<file path="src/rtl/addr_gen_ctrl_pkg.sv">
`default_nettype none
// ============================================================================
//  Module      : addr_gen_ctrl_pkg
//  Description : Shared types and default widths for the 2-D address
//                generator (FSM state encoding, widths of the config and
//                accumulator paths).
//  Revision    : 1.0 - initial release
// ============================================================================
package addr_gen_ctrl_pkg;

    localparam int ADDR_W_DEFAULT = 16;  // emitted address width
    localparam int CNT_W_DEFAULT  = 32;  // x/y bound and counter width
    localparam int ACC_W          = 32;  // stride accumulator width (wraps mod 2^32)
    localparam int XSTRIDE_W      = 16;  // width of the in-row stride

    typedef enum logic [1:0] {
        ST_IDLE = 2'd0,
        ST_RUN  = 2'd1,
        ST_DONE = 2'd2
    } agc_state_e;

endpackage : addr_gen_ctrl_pkg
`default_nettype wire

</file>
<file path="src/rtl/addr_gen_ctrl_counter2d.sv">
`default_nettype none
// ============================================================================
//  Module      : agc_counter2d
//  Description : Row-major x/y counter pair with a 32-bit stride
//                accumulator. x steps by x_stride inside a row; at a row
//                end x wraps to 0, y increments and the accumulator steps
//                by y_stride instead of x_stride.
//  Revision    : 1.0 - initial release
// ============================================================================
module agc_counter2d
    import addr_gen_ctrl_pkg::*;
#(
    parameter int CNT_W = CNT_W_DEFAULT
) (
    input  logic                 clk,
    input  logic                 rst,
    input  logic                 i_clear,
    input  logic                 i_step,
    input  logic [CNT_W-1:0]     i_x_max,
    input  logic [CNT_W-1:0]     i_y_max,
    input  logic [XSTRIDE_W-1:0] i_x_stride,
    input  logic [ACC_W-1:0]     i_y_stride,
    output logic [ACC_W-1:0]     o_acc,
    output logic                 o_last
);

    localparam logic [CNT_W-1:0] c_one = CNT_W'(1);

    logic [CNT_W-1:0] r_x_cnt;
    logic [CNT_W-1:0] r_y_cnt;
    logic [ACC_W-1:0] r_acc;
    logic             w_row_end;
    logic             w_col_end;
    logic [ACC_W-1:0] w_x_stride_ext;

    // Row / column terminal detection and zero-extended in-row stride
    always_comb begin
        w_row_end      = (r_x_cnt == (i_x_max - c_one));
        w_col_end      = (r_y_cnt == (i_y_max - c_one));
        w_x_stride_ext = {{(ACC_W-XSTRIDE_W){1'b0}}, i_x_stride};
    end

    // Counters and accumulator advance only on an accepted beat
    always_ff @(posedge clk or posedge rst) begin
        if (rst) begin
            r_x_cnt <= '0;
            r_y_cnt <= '0;
            r_acc   <= '0;
        end else if (i_clear) begin
            r_x_cnt <= '0;
            r_y_cnt <= '0;
            r_acc   <= '0;
        end else if (i_step) begin
            if (w_row_end) begin
                r_x_cnt <= '0;
                r_y_cnt <= r_y_cnt + c_one;
                r_acc   <= r_acc + i_y_stride;
            end else begin
                r_x_cnt <= r_x_cnt + c_one;
                r_acc   <= r_acc + w_x_stride_ext;
            end
        end
    end

    assign o_acc  = r_acc;
    assign o_last = w_row_end && w_col_end;

endmodule : agc_counter2d
`default_nettype wire

</file>
<file path="src/rtl/addr_gen_ctrl.sv">
`default_nettype none
// ============================================================================
//  Module      : addr_gen_ctrl
//  Description : 2-D strided address generator. Accepts a scan
//                configuration in IDLE, streams offset+acc addresses with a
//                valid/ready handshake in RUN, pulses done for one cycle in
//                DONE. Supports abort and back-pressure. ADDR_W must not
//                exceed 32 (the accumulator width).
//  Revision    : 1.0 - initial release
// ============================================================================
module addr_gen_ctrl
    import addr_gen_ctrl_pkg::*;
#(
    parameter int ADDR_W = ADDR_W_DEFAULT,
    parameter int CNT_W  = CNT_W_DEFAULT
) (
    input  logic              clk,
    input  logic              rst,
    input  logic              cfg_valid,
    output logic              cfg_ready,
    input  logic [CNT_W-1:0]  cfg_x_max,
    input  logic [CNT_W-1:0]  cfg_y_max,
    input  logic [15:0]       cfg_x_stride,
    input  logic [31:0]       cfg_y_stride,
    input  logic [31:0]       cfg_offset,
    input  logic              abort,
    output logic              addr_valid,
    input  logic              addr_ready,
    output logic [ADDR_W-1:0] addr,
    output logic              addr_last,
    output logic              busy,
    output logic              done
);

    agc_state_e              r_state;
    agc_state_e              w_state_nxt;
    logic                    w_cfg_accept;
    logic                    w_step;
    logic                    w_last;
    logic [ACC_W-1:0]        w_acc;

    logic [CNT_W-1:0]        r_x_max;
    logic [CNT_W-1:0]        r_y_max;
    logic [XSTRIDE_W-1:0]    r_x_stride;
    logic [ACC_W-1:0]        r_y_stride;
    logic [ACC_W-1:0]        r_offset;

    // State register
    always_ff @(posedge clk or posedge rst) begin
        if (rst) begin
            r_state <= ST_IDLE;
        end else begin
            r_state <= w_state_nxt;
        end
    end

    // Next-state and handshake decode; a zero extent skips straight to DONE
    always_comb begin
        w_state_nxt  = r_state;
        w_cfg_accept = 1'b0;
        cfg_ready    = 1'b0;
        addr_valid   = 1'b0;
        busy         = 1'b0;
        done         = 1'b0;
        case (r_state)
            ST_IDLE: begin
                cfg_ready = 1'b1;
                if (cfg_valid) begin
                    w_cfg_accept = 1'b1;
                    if ((cfg_x_max == '0) || (cfg_y_max == '0)) begin
                        w_state_nxt = ST_DONE;
                    end else begin
                        w_state_nxt = ST_RUN;
                    end
                end
            end
            ST_RUN: begin
                addr_valid = 1'b1;
                busy       = 1'b1;
                if (abort || (addr_ready && w_last)) begin
                    w_state_nxt = ST_DONE;
                end
            end
            ST_DONE: begin
                done        = 1'b1;
                w_state_nxt = ST_IDLE;
            end
            default: begin
                w_state_nxt = ST_IDLE;
            end
        endcase
    end

    // Configuration capture on the cfg handshake
    always_ff @(posedge clk or posedge rst) begin
        if (rst) begin
            r_x_max    <= '0;
            r_y_max    <= '0;
            r_x_stride <= '0;
            r_y_stride <= '0;
            r_offset   <= '0;
        end else if (w_cfg_accept) begin
            r_x_max    <= cfg_x_max;
            r_y_max    <= cfg_y_max;
            r_x_stride <= cfg_x_stride;
            r_y_stride <= cfg_y_stride;
            r_offset   <= cfg_offset;
        end
    end

    // Only an accepted beat moves the counters; an aborting beat still counts
    assign w_step = (r_state == ST_RUN) && addr_ready;

    agc_counter2d #(
        .CNT_W      (CNT_W)
    ) u_counter2d (
        .clk        (clk),
        .rst        (rst),
        .i_clear    (w_cfg_accept),
        .i_step     (w_step),
        .i_x_max    (r_x_max),
        .i_y_max    (r_y_max),
        .i_x_stride (r_x_stride),
        .i_y_stride (r_y_stride),
        .o_acc      (w_acc),
        .o_last     (w_last)
    );

    // Address is offset+acc truncated after the add; forced to 0 outside RUN
    always_comb begin
        addr      = '0;
        addr_last = 1'b0;
        if (r_state == ST_RUN) begin
            addr      = ADDR_W'(r_offset + w_acc);
            addr_last = w_last;
        end
    end

endmodule : addr_gen_ctrl
`default_nettype wire
</file>
<file path="config.mk">
export PLATFORM = sky130hd
export DESIGN_NAME = addr_gen_ctrl
export DESIGN_NICKNAME = d
export VERILOG_FILES = /design/src/rtl/addr_gen_ctrl_pkg.sv /design/src/rtl/addr_gen_ctrl_counter2d.sv /design/src/rtl/addr_gen_ctrl.sv
export SDC_FILE = /design/constraint.sdc
export NUM_CORES = 1
export LEC_CHECK = 0
export ABC_AREA = 1
export CORE_MARGIN = 1.5
export CORE_UTILIZATION = 40
export DETAILED_ROUTE_END_ITERATION = 8
export GPL_TIMING_DRIVEN = 1
export HOLD_SLACK_MARGIN = 0.08
export PLACE_DENSITY = 0.65
export SLEW_MARGIN = 40
export SYNTH_ARGS = -nofsm -noshare
export SYNTH_HDL_FRONTEND = slang
export SYNTH_SLANG_ARGS = --single-unit
</file>
<file path="constraint.sdc">
create_clock -name clk -period 11.6 [get_ports clk]
set_clock_uncertainty 0.2 [all_clocks]
set_input_delay 1.16 -clock clk [delete_from_list [all_inputs] [get_ports clk]]
set_output_delay 1.16 -clock clk [all_outputs]
set_load 0.01 [all_outputs]
</file>
* Word-level counts from Yosys, hierarchy flattened
Index checks and enable logic that the tools add are counted.
Word-level totals: register bits 226, logic and storage cells 54
Cells by class: add/sub/neg operators 7, eq/ne operators 6, mux-type cells 20, reductions and logical operators 12
Operators by type and width (count):
- two-way mux 32 bit | 9
- adder 32 x 1 -> 32 bit (second input constant) | 2
- equality test 32 bit | 2
- zero test 32 bit | 2
- subtractor 32 x 1 -> 32 bit (second input constant) | 2
- adder 32 x 16 -> 32 bit | 1
- adder 32 bit | 1
- adder 16 bit | 1
- two-way mux 16 bit | 1
- two-way mux 1 bit | 6
- two-way mux 2 bit | 3
- != test 2 bit (second input constant) | 2
- one-hot mux 2 bit (2 select lines) | 1
- AND reduction 2 bit | 2
- nonzero test 2 bit | 2
- logical AND 1 bit | 3
- equality test 2 x 1 -> 1 bit (second input constant) | 1
- equality test 2 bit (second input constant) | 1
- zero test 2 bit | 1
- logical OR 1 bit | 2

* Logic depth before layout (Yosys ltp)
Gate-level depths: netlist of run 1.
word-level depth 7, gate-level depth with buffers 36, gate-level depth less buffers 35

* Modules after synthesis
A second synthesis of run 1 with hierarchy kept.
Unflattened totals: cells, all modules 2431, area, all modules 16090.4 µm²
Modules (own cells, without submodules):
- agc_counter2d | instances 1, cells an instance 1613, area each 9927.0 µm², sequential area each 2402.3 µm²
- addr_gen_ctrl | instances 1, cells an instance 818, area each 6163.4 µm², sequential area each 3253.1 µm²

* Worst setup path before layout of run 1
OpenSTA, ideal clock, no wires.
path kind register to register, start point reg r_x_max[0], end point reg u_counter2d.r_acc[14], in the netlist u_counter2d.o_acc[14], setup time 127 ps, arrival 3891 ps, path slack 7382 ps, stages on the path, launching flop included 27, buffers on the path 1, cell sequence dfrtp_1 -> inv_1 -> ha_1 -> nand2_2 -> nor2_4 -> nand2_1 -> nor2_1 -> nand2_1 -> nand2_1 -> inv_2 -> nor2_1 -> nand2_1 -> nor2_4 -> nand3_4 -> buf_2 -> nand2_1 -> o21a_1 -> inv_1 -> fa_1 -> o31ai_1 -> a21oi_1 -> o21ai_0 -> inv_1 -> o21ai_0 -> nand3_1 -> a21oi_1 -> o21ai_0
Between the ends: cells in the longest elaborated chain, start to end 5
Ends and longest elaborated chain:
- from (decl) | line addr_gen_ctrl.sv:42 | logic [CNT_W-1:0] r_x_max;
- from (signal assigned) | line addr_gen_ctrl.sv:103 | r_x_max <= cfg_x_max;
- subtractor 32 x 1 -> 32 bit | line addr_gen_ctrl_counter2d.sv:38 | w_row_end = (r_x_cnt == (i_x_max - c_one));
- equality test 32 bit | line addr_gen_ctrl_counter2d.sv:38
- two-way mux 32 bit | line addr_gen_ctrl_counter2d.sv:54 | if (w_row_end) begin
- two-way mux 32 bit | line addr_gen_ctrl_counter2d.sv:53 | end else if (i_step) begin
- two-way mux 32 bit | line addr_gen_ctrl_counter2d.sv:49 | end else if (i_clear) begin
- to (signal assigned) | line addr_gen_ctrl_counter2d.sv:57 | r_acc <= r_acc + i_y_stride;
- to (signal assigned) | line addr_gen_ctrl_counter2d.sv:60 | r_acc <= r_acc + w_x_stride_ext;
- to (decl) | line addr_gen_ctrl_counter2d.sv:31 | logic [ACC_W-1:0] r_acc;
Every way passes these cells. The select of a mux whose other input is x is not followed. A chain may end at the register's enable or synchronous reset.

* Final worst setup path of run 1
Ends and elaborated chain as after synthesis.

==> impl_metrics.env, run 1 <==
export IMPL_status="finished clean"
export IMPL_synth_xor_area_frac=0.08194
export IMPL_grt_overflow=0
export IMPL_cts_tree="built"
export IMPL_post_cts_setup_buffers=0
export IMPL_portBuffers=137
export IMPL_ys_ff_latch=194
export IMPL_wl_per_cell_um=16.07
export IMPL_synth_warnings=0
export IMPL_firstDrtPassIters=5
export IMPL_synth_edf_count=0
export IMPL_antenna_found_initial=4
export IMPL_crit_chain="inv_1, ha_1, nand3_1, nor2_4, nand2_1, nand2_1, nand2_1, a21oi_1, nand2_1, nor2_4, nand3_4, mux2_2, ha_1, inv_1, fa_1, o31ai_1, a21oi_1, o21ai_0, inv_1, o21ai_0, nand3_1, nand2_1, o21ai_0, o21ai_0"
export IMPL_dpl_instance_area_mm2=0.01543
export IMPL_synthMuxAreaShare=0.01152
export IMPL_syn_nets=2152
export IMPL_cts_made_buffers=17
export IMPL_core_area_mm2=0.03362
export IMPL_p_total_w=0.003645
export IMPL_crit_arrival_ns=5.55
export IMPL_cts_sinks=194
export IMPL_setup_slack_ns=6.231
export IMPL_rr_worst_depth=24
export IMPL_syn_inst=1963
export IMPL_final_cell_mix="666 x nand2_1, 210 x nor2_1, 194 x dfrtp_1"
export IMPL_viasPerCell=5.216
export IMPL_clock_root_buffer="clkbuf_16"
export IMPL_die_w_um=187.9
export IMPL_nets=2259
export IMPL_synth_compound_area_frac=0.08587
export IMPL_grt_pass1_vias=12630
export IMPL_p_leak_nw=7.469
export IMPL_post_dp_hpwl_um=30810
export IMPL_clk_latency_ns=0.46
export IMPL_fp_dieH_um=187.9
export IMPL_hp_class="flip-flop to flip-flop"
export IMPL_cts_hold_fix_buffers=0
export IMPL_path_buf_inv=3
export IMPL_fmax_ghz=0.1862
export IMPL_drive_above_1_share=0.05329
export IMPL_layout_commonest_cell="nand2_1"
export IMPL_grt_usage=0.2351
export IMPL_fin_tns_setup_ns=0
export IMPL_hold_depth=2
export IMPL_drv_slew=0
export IMPL_die_area_mm2=0.03532
export IMPL_cp_end_kind="flip-flop"
export IMPL_p_per_area_mw_per_mm2=227.8
export IMPL_peakVddDrop_mv=0.1312
export IMPL_rsz0062_at_grt="false"
export IMPL_area_delta_synth_final_pct=16.96
export IMPL_start_kind="flip-flop"
export IMPL_synth_fa_ha_area_frac=0.03768
export IMPL_synth_simple_gate_area_share=0.3593
export IMPL_seq_area_frac_synth=0.3548
export IMPL_cp_required_ns=11.78
export IMPL_antenna_left=0
export IMPL_row_count=67
export IMPL_maxSlewHeadroom=0.5218
export IMPL_finalHoldViolCount=0
export IMPL_avgSynthCellArea_um2=6.970
export IMPL_fin_crit_sh=0.4629
export IMPL_dp_slack_ns=6.320
export IMPL_final_area_mm2=0.01600
export IMPL_htree_levels=4
export IMPL_start_util=0.4070
export IMPL_crit_top_cell="nand2_1"
export IMPL_drc=0
export IMPL_path_clk_slew_ns=0.07
export IMPL_synthArstFlopShare=1.000
export IMPL_period_minus_slack_ns=5.369
export IMPL_crit_type="flip-flop to flip-flop"
export IMPL_cp_depth=24
export IMPL_grt_pass1_wl_um=65960
export IMPL_path_delay_family="compound AO/OA/AOI/OAI gates"
export IMPL_max_stage_delay_ns=0.42
export IMPL_grt_max_degree=125
export IMPL_synth_top_family_by_area="simple AND/OR/NAND/NOR gates"
export IMPL_drt_iter0_drc=883
export IMPL_place_gp_congestion=0.9066
export IMPL_synth_distinct_cells=52
export IMPL_routed_wl_um=40700
export IMPL_drv_cap=0
export IMPL_cts_buffer_depth=2
export IMPL_worst_pin_slew_ns=0.7173
export IMPL_syn_cell_area_mm2=0.01368
export IMPL_vias=13210
export IMPL_cp_slowest_cell="fa_1"
export IMPL_io_pin_count=170
export IMPL_post_cts_resized=0
export IMPL_crit_fanout=18
export IMPL_synth_flop_cell="dfrtp_1"
export IMPL_finalSetupViolCount=0
layout make-up:
cell class	instances	area [µm²]
clock inverters	14	122.6
diodes	1	2.502
inverters	186	715.7
fillers	3353	17610
flip-flops and latches	194	4855
well taps	448	560.5
multi-input cells	1529	7895
clock buffers	18	439.2
repair buffers	142	1413
flip-flops by register name (all words and copies together) (netlist names):
signal / flops
u_counter2d.r_y_cnt: 32
r_x_max: 32
r_y_stride: 16
r_x_stride: 16
u_counter2d.r_x_cnt: 32
u_counter2d.o_acc: 16
r_state: 2
r_offset: 16
r_y_max: 32
kinds of logic after synthesis:
kind of cell	after synthesis
adder cells (fa/ha/maj)	40
AO/OA/AOI/OAI	201
XOR/XNOR	128
AND/OR/NAND/NOR	1146
flip-flops	194
buffers and inverters	240
multiplexers	14
cell usage after synthesis, types with 7 or more instances:
| cell | n | area (µm²) |
|---|---|---|
| o22ai_1 | 24 | 150.1 |
| nand2_1 | 668 | 2507 |
| nand4_1 | 45 | 281.5 |
| xnor2_1 | 38 | 332.8 |
| clkbuf_1 | 38 | 142.6 |
| nor2_2 | 11 | 68.82 |
| nand3_1 | 97 | 485.5 |
| nand3b_1 | 10 | 75.07 |
| nor2_4 | 10 | 112.6 |
| ha_1 | 38 | 475.5 |
| o21ai_1 | 9 | 45.04 |
| inv_1 | 178 | 668.1 |
| nand2_2 | 7 | 43.79 |
| a21oi_1 | 51 | 255.2 |
| o21ai_0 | 84 | 420.4 |
| nor3_1 | 38 | 190.2 |
| xor2_1 | 90 | 788.3 |
| o31ai_1 | 7 | 52.55 |
| nor2_1 | 210 | 788.3 |
| o31ai_2 | 10 | 125.1 |
| nor4_1 | 25 | 156.4 |
| buf_4 | 7 | 52.55 |
| dfrtp_1 | 194 | 4855 |
| mux2_2 | 14 | 157.7 |
| inv_2 | 8 | 30.03 |
path summary, 6_finish.rpt:
kind / from / to / slack, ns
worst max-delay path: r_x_max[0] / u_counter2d.o_acc[14] / 6.23
worst min-delay path: r_y_stride[7] / r_y_stride[7] / 0.28
worst max register to register: r_x_max[0] / u_counter2d.o_acc[14] / 6.23
worst min register to register: r_y_stride[7] / r_y_stride[7] / 0.28
max in group asynchronous: rst / u_counter2d.r_y_cnt[21] / 9.04
min in group asynchronous: rst / r_x_stride[11] / 1.06
tightest hold or removal path, cell delays in order (launching register included):
cell and delay (ns):
dfrtp_1 0.34, nand2_1 0.05, nand2_1 0.05
routing by layer:
metal	track usage	wire length (µm)	vias up
met4	0.09292	1275	6
met3	0.03687	2393	69
met5	0	40	-
li1	-	-	6548
met1	0.3201	18760	6167
met2	0.3744	18230	416
metrics by stage:
step | hold slack, ns | util | cells
after floorplan | 0.2433 | - | 1963
after global placement | 0.2573 | 0.4589 | 2499
after detailed placement | 0.2600 | 0.4591 | 2499
after CTS | 0.2808 | 0.4758 | 2531
after global routing | 0.2975 | 0.4760 | 2531
final | 0.2771 | 0.4760 | 2532
power by group:
part / leakage [nW] / internal, W / switching [W]
logic: 4.69 / 0.000690 / 0.00121
clock network: 0.272 / 0.000287 / 0.000294
registers: 2.51 / 0.000910 / 0.000259
total: 7.47 / 0.00189 / 0.00176
Note: power is estimated with default switching activity, not from simulation.
==> run 2, diff against run 1 <==
- clock period: 11.6 -> 5.36 ns (I/O delays scaled with it)
==> run 2 against run 1 <==
Compared with the run above: critical path depth grew 2; core utilization grew 0.38 points; via count shrank 2.4%; fmax grew 13%; sequential power grew 120%; hold slack gained 0.0014 ns; clock power grew 140%; sequential share of layout area shrank 0.24 points; count of clock-buffer cells in the layout is the same.
==> impl_metrics.env, run 2 (synthesis results as in run 1) <==
export IMPL_status="finished clean"
export IMPL_grt_usage=0.2314
export IMPL_antenna_left=0
export IMPL_cp_end_kind="flip-flop"
export IMPL_cts_sinks=194
export IMPL_final_area_mm2=0.01613
export IMPL_comb_power_share=0.512
export IMPL_fin_crit_sh=0.8896
export IMPL_cts_tree="built"
export IMPL_rsz0062_at_grt="false"
export IMPL_seqPwrFrac=0.316
export IMPL_core_area_mm2=0.03362
export IMPL_drv_cap=0
export IMPL_fin_tns_setup_ns=0
export IMPL_viasPerCell=5.083
export IMPL_wl_per_cell_um=15.83
export IMPL_row_count=67
export IMPL_die_w_um=187.9
export IMPL_utilization=0.4798
export IMPL_drt_iter0_drc=904
export IMPL_routed_wl_um=40160
export IMPL_drc=0
export IMPL_cts_buffer_depth=2
export IMPL_finalSetupViolCount=0
export IMPL_drv_slew=0
export IMPL_firstDrtPassIters=5
export IMPL_peakVddDrop_mv=0.2716
export IMPL_fillerInstances=3347
export IMPL_grt_pass1_wl_um=64780
export IMPL_grt_pass1_vias=12420
export IMPL_p_sw_frac=0.4760
export IMPL_final_cell_mix="667 x nand2_1, 210 x nor2_1, 194 x dfrtp_1"
export IMPL_antenna_found_initial=5
export IMPL_maxSlewHeadroom=0.4678
export IMPL_dpl_instance_area_mm2=0.01551
export IMPL_crit_arrival_ns=4.95
export IMPL_die_area_mm2=0.03532
export IMPL_p_int_w=0.004187
export IMPL_htree_levels=4
export IMPL_io_pin_count=170
export IMPL_hp_class="flip-flop to flip-flop"
export IMPL_start_kind="flip-flop"
export IMPL_layout_commonest_cell="nand2_1"
export IMPL_area_delta_synth_final_pct=17.89
export IMPL_period_minus_slack_ns=4.768
export IMPL_post_cts_setup_buffers=0
export IMPL_start_util=0.4070
export IMPL_worst_pin_slew_ns=0.7964
export IMPL_fmax_ghz=0.2097
export IMPL_cp_required_ns=5.54
export IMPL_grt_max_degree=100
export IMPL_path_clk_slew_ns=0.08
export IMPL_clk_latency_ns=0.46
export IMPL_portBuffers=137
export IMPL_switchingPower_w=0.003803
export IMPL_p_per_area_mw_per_mm2=495.4
export IMPL_crit_fanout=14
export IMPL_crit_type="flip-flop to flip-flop"
export IMPL_holdWs_ns=0.2785
export IMPL_clock_root_buffer="clkbuf_16"
export IMPL_finalHoldViolCount=0
export IMPL_grt_overflow=0
export IMPL_fp_dieH_um=187.9
export IMPL_drive_above_1_share=0.05508
export IMPL_cts_made_buffers=17
export IMPL_vias=12900
export IMPL_nets=2264
export IMPL_p_leak_nw=7.533
export IMPL_place_gp_congestion=0.8958
export IMPL_post_dp_hpwl_um=30920
export IMPL_cts_hold_fix_buffers=0
export IMPL_pwr_share_clk=0.171
-- run 2: changes by cell type in the layout (fill, tap and decap cells not counted), moves of 2 or more --
cell	before	now
inv_8	1	4
buf_4	4	7
clkinv_4	4	2
buf_12	0	2
bufinv_16	0	2
-- run 2: what timing repair did --
item                       in CTS  in global routing
setup endpoints to repair       0                  1
hold endpoints to repair        0                  0
gates resized for setup         0                  2
-- run 2: routing by layer --
layer / track usage / up-vias / share of wire / routed length, µm
met5: 0 / - / 0.0012 / 48
li1: - / 6553 / - / -
met4: 0.06923 / 8 / 0.022 / 867
met1: 0.3189 / 5933 / 0.48 / 19080
met2: 0.3674 / 353 / 0.44 / 17850
met3: 0.04473 / 48 / 0.058 / 2320
-- run 2: area by class of cell --
cell class,count,area (µm²),share of cell area
Inverter,186,706.9,0.04383
Antenna cell,1,2.502,0.0001551
Clock buffer,18,429.2,0.02661
Timing Repair Buffer,147,1491,0.09247
Sequential cell,194,4855,0.3010
Clock inverter,14,186.4,0.01156
Multi-Input combinational cell,1529,7898,0.4896
Tap cell,448,560.5,0.03475
-- run 2: path summary, 6_finish.rpt --
| check | startpoint | to | slack [ns] | cells past startpoint |
|---|---|---|---|---|
| worst min-delay path | r_x_stride[3] | r_x_stride[3] | 0.28 | 2 |
| worst max register to register | r_x_max[0] | u_counter2d.o_acc[14] | 0.59 | 26 |
| worst min register to register | r_x_stride[3] | r_x_stride[3] | 0.28 | 2 |
| max in group asynchronous | rst | u_counter2d.o_acc[5] | 3.36 | 5 |
| worst max-delay path | r_x_max[0] | u_counter2d.o_acc[14] | 0.59 | 26 |
| min in group asynchronous | rst | u_counter2d.r_x_cnt[12] | 0.32 | 3 |
-- run 2: power groups by stage --
stage	sequential (W)	clock (W)	combinational (W)
2_1_floorplan	0.00237	0	0.00301
3_3_place_gp	0.00253	0	0.00399
3_5_place_dp	0.00254	0	0.00405
4_1_cts	0.00252	0.00140	0.00408
5_1_grt	0.00260	0.00145	0.00463
6_report	0.00253	0.00137	0.00409
-- run 2: metrics by stage --
stage	total power [W]	cells	setup WS, ns
detailed placement	0.006593	2504	0.3727
finish	0.007990	2537	0.5919
floorplan	0.005388	1963	1.142
CTS	0.008002	2536	0.3760
global placement	0.006527	2503	0.4149
global route	0.008685	2536	0.04832
-- run 2: critical path: stages, from the launching register on --
cell     delay, ns
dfrtp_1       0.40
inv_1         0.15
ha_1          0.25
nand2_2       0.13
nor2_2        0.21
nand2_2       0.12
o21ai_1       0.18
nand2_1       0.11
nor2_1        0.12
nand2_1       0.09
nor2_4        0.14
nand3_4       0.16
buf_4         0.26
mux2_2        0.33
ha_1          0.31
inv_1         0.08
o21ai_0       0.14
inv_1         0.08
o31ai_2       0.09
a21oi_1       0.16
o21ai_1       0.23
inv_1         0.06
o21ai_0       0.27
nand3_1       0.14
nand2_1       0.08
o21ai_0       0.06
o21ai_0       0.15
==> run 3, diff against run 2 <==
- CORE_MARGIN: 1.5 -> 2
- clock period: 5.36 -> 5.09 ns (I/O delays scaled with it)
==> run 3 against run 2 <==
Compared with the run above: register-to-register slack got worse by 0.23 ns; combinational power increased by 5.1%; critical path depth decreased by 2; hold slack worse by 0.15 ns; total power grew 5.2%; count of clock-buffer cells in the layout grew 2; non-clock buffer count rose by 3; global-route usage grew 0.20 points; routed wire length up 0.25%; critical endpoint is now u_counter2d.o_acc[15].
==> impl_metrics.env, run 3 (synthesis results as in run 1) <==
export IMPL_grt_max_degree=103
export IMPL_final_instance_count_excl_fill=2541
export IMPL_drv_cap=0
export IMPL_crit_chain="inv_1, ha_1, nand2_2, nor2_4, nand2_1, nor2_1, nand2_1, nand2_1, inv_2, nor2_1, nand2_1, nor2_4, nand3_4, buf_4, mux2_2, ha_1, a21oi_1, o21ai_0, a221oi_1, a21boi_0, inv_1, nand3_1, nand3_1, nand2_1"
export IMPL_cts_buffer_depth=2
export IMPL_maxSlewHeadroom=0.3438
export IMPL_crit_top_cell="nand2_1"
export IMPL_hp_class="input port to asynchronous set/reset pin"
export IMPL_die_w_um=188.9
export IMPL_cts_sinks=194
export IMPL_p_per_area_mw_per_mm2=520.4
export IMPL_htree_levels=4
export IMPL_period_minus_slack_ns=4.730
export IMPL_area_delta_synth_final_pct=18.09
export IMPL_die_area_mm2=0.03570
export IMPL_grt_pass1_wl_um=66740
export IMPL_cp_end_kind="flip-flop"
export IMPL_status="finished clean"
export IMPL_p_leak_nw=7.540
export IMPL_drv_slew=0
export IMPL_fin_crit_sh=0.9293
export IMPL_path_clk_slew_ns=0.08
export IMPL_firstDrtPassIters=5
export IMPL_drt_iter0_drc=960
export IMPL_viasPerCell=5.130
export IMPL_drive_above_1_share=0.05643
export IMPL_portBuffers=137
export IMPL_io_pin_count=170
export IMPL_fmax_ghz=0.2114
export IMPL_row_count=67
export IMPL_grt_pass1_vias=12910
export IMPL_cts_made_buffers=17
export IMPL_routed_wl_um=40270
export IMPL_finalHoldViolCount=0
export IMPL_cp_required_ns=5.29
export IMPL_post_cts_setup_buffers=0
export IMPL_path_delay_family="simple AND/OR/NAND/NOR gates"
export IMPL_place_gp_congestion=0.9186
export IMPL_peakVddDrop_mv=0.2719
export IMPL_utilization=0.4806
export IMPL_layout_commonest_cell="nand2_1"
export IMPL_vias=13040
export IMPL_final_cell_mix="666 x nand2_1, 210 x nor2_1, 194 x dfrtp_1"
export IMPL_path_buf_inv=4
export IMPL_fillerInstances=3406
export IMPL_crit_fanout=13
export IMPL_clk_latency_ns=0.46
export IMPL_rsz0062_at_grt="false"
export IMPL_worst_pin_slew_ns=0.9753
export IMPL_grt_overflow=0
export IMPL_wl_per_cell_um=15.85
export IMPL_nets=2267
export IMPL_crit_type="flip-flop to flip-flop"
export IMPL_finalSetupViolCount=0
export IMPL_antenna_left=0
export IMPL_grt_usage=0.2334
export IMPL_fp_dieH_um=188.9
export IMPL_cp_slowest_cell="a21boi_0"
export IMPL_crit_arrival_ns=4.93
export IMPL_cts_hold_fix_buffers=0
export IMPL_start_kind="flip-flop"
export IMPL_clock_root_buffer="clkbuf_16"
export IMPL_max_stage_delay_ns=0.53
export IMPL_post_dp_hpwl_um=30940
export IMPL_post_cts_resized=0
export IMPL_cts_tree="built"
export IMPL_dpl_cell_count=2506
export IMPL_antenna_found_initial=2
export IMPL_fin_tns_setup_ns=0
export IMPL_core_area_mm2=0.03362
export IMPL_start_util=0.4070
export IMPL_drc=0
run 3: cell types whose count changed in the layout (fill, tap and decap cells not counted), moves of 2 or more:
| cell | delta |
|---|---|
| inv_8 | -2 |
| clkinvlp_4 | +2 |
| buf_12 | +2 |
| clkinv_8 | -2 |
run 3: area by class of cell:
cell class,count,area [µm²],share of cell area
Clock buffer,20,446.7,0.02765
Timing Repair Buffer,150,1539,0.09525
Sequential cell,194,4855,0.3005
Tap cell,448,560.5,0.03469
Antenna cell,2,5.005,0.0003098
Clock inverter,12,146.4,0.009061
Inverter,186,704.4,0.04360
Multi-Input combinational cell,1529,7900,0.4890
run 3: worst paths after layout:
check                              startpoint               endpoint  slack [ns]  cells after the start
worst max-delay path               r_x_max[0]  u_counter2d.o_acc[15]        0.36                     24
worst min-delay path                      rst            r_x_max[15]        0.13                      2
worst max register to register     r_x_max[0]  u_counter2d.o_acc[15]        0.36                     24
worst min register to register  r_x_stride[2]          r_x_stride[2]        0.28                      2
max in group asynchronous                 rst         r_x_stride[14]        3.54                      4
min in group clk                r_x_stride[2]          r_x_stride[2]        0.28                      2
run 3: worst register-to-register path, delay by kind of cell (launching register included):
kind,cells,cell delay [ns]
adder cells (fa/ha/maj),2,0.59
flip-flops,1,0.40
AND/OR/NAND/NOR,13,1.51
buffers and inverters,4,0.52
AO/OA/AOI/OAI,4,1.14
multiplexers,1,0.33
run 3: through the flow:
step	hold WS [ns]	setup WS (ns)	power (W)	cell area, µm²
final	0.1281	0.3599	0.008408	16160
after global routing	0.1452	0.001875	0.009180	16150
after CTS	0.1124	0.1422	0.008410	16120
after detailed placement	0.2612	0.1661	0.006959	15530
after global placement	0.2567	0.2333	0.006870	15480
after floorplan	0.2433	0.8722	0.005674	13690
run 3: routing by layer:
metal	track usage	wire length, µm	part of all wire
met5	0	0	0
met4	0.06611	707	0.018
met3	0.03818	1810	0.045
met2	0.3826	18590	0.46
met1	0.3182	19160	0.48
run 3: where the power goes:
group | internal [W] | switching [W] | total, W
logic | 0.00160 | 0.00271 | 0.00430
registers | 0.00207 | 0.000616 | 0.00269
clock network | 0.000751 | 0.000662 | 0.00141
total | 0.00442 | 0.00398 | 0.00841
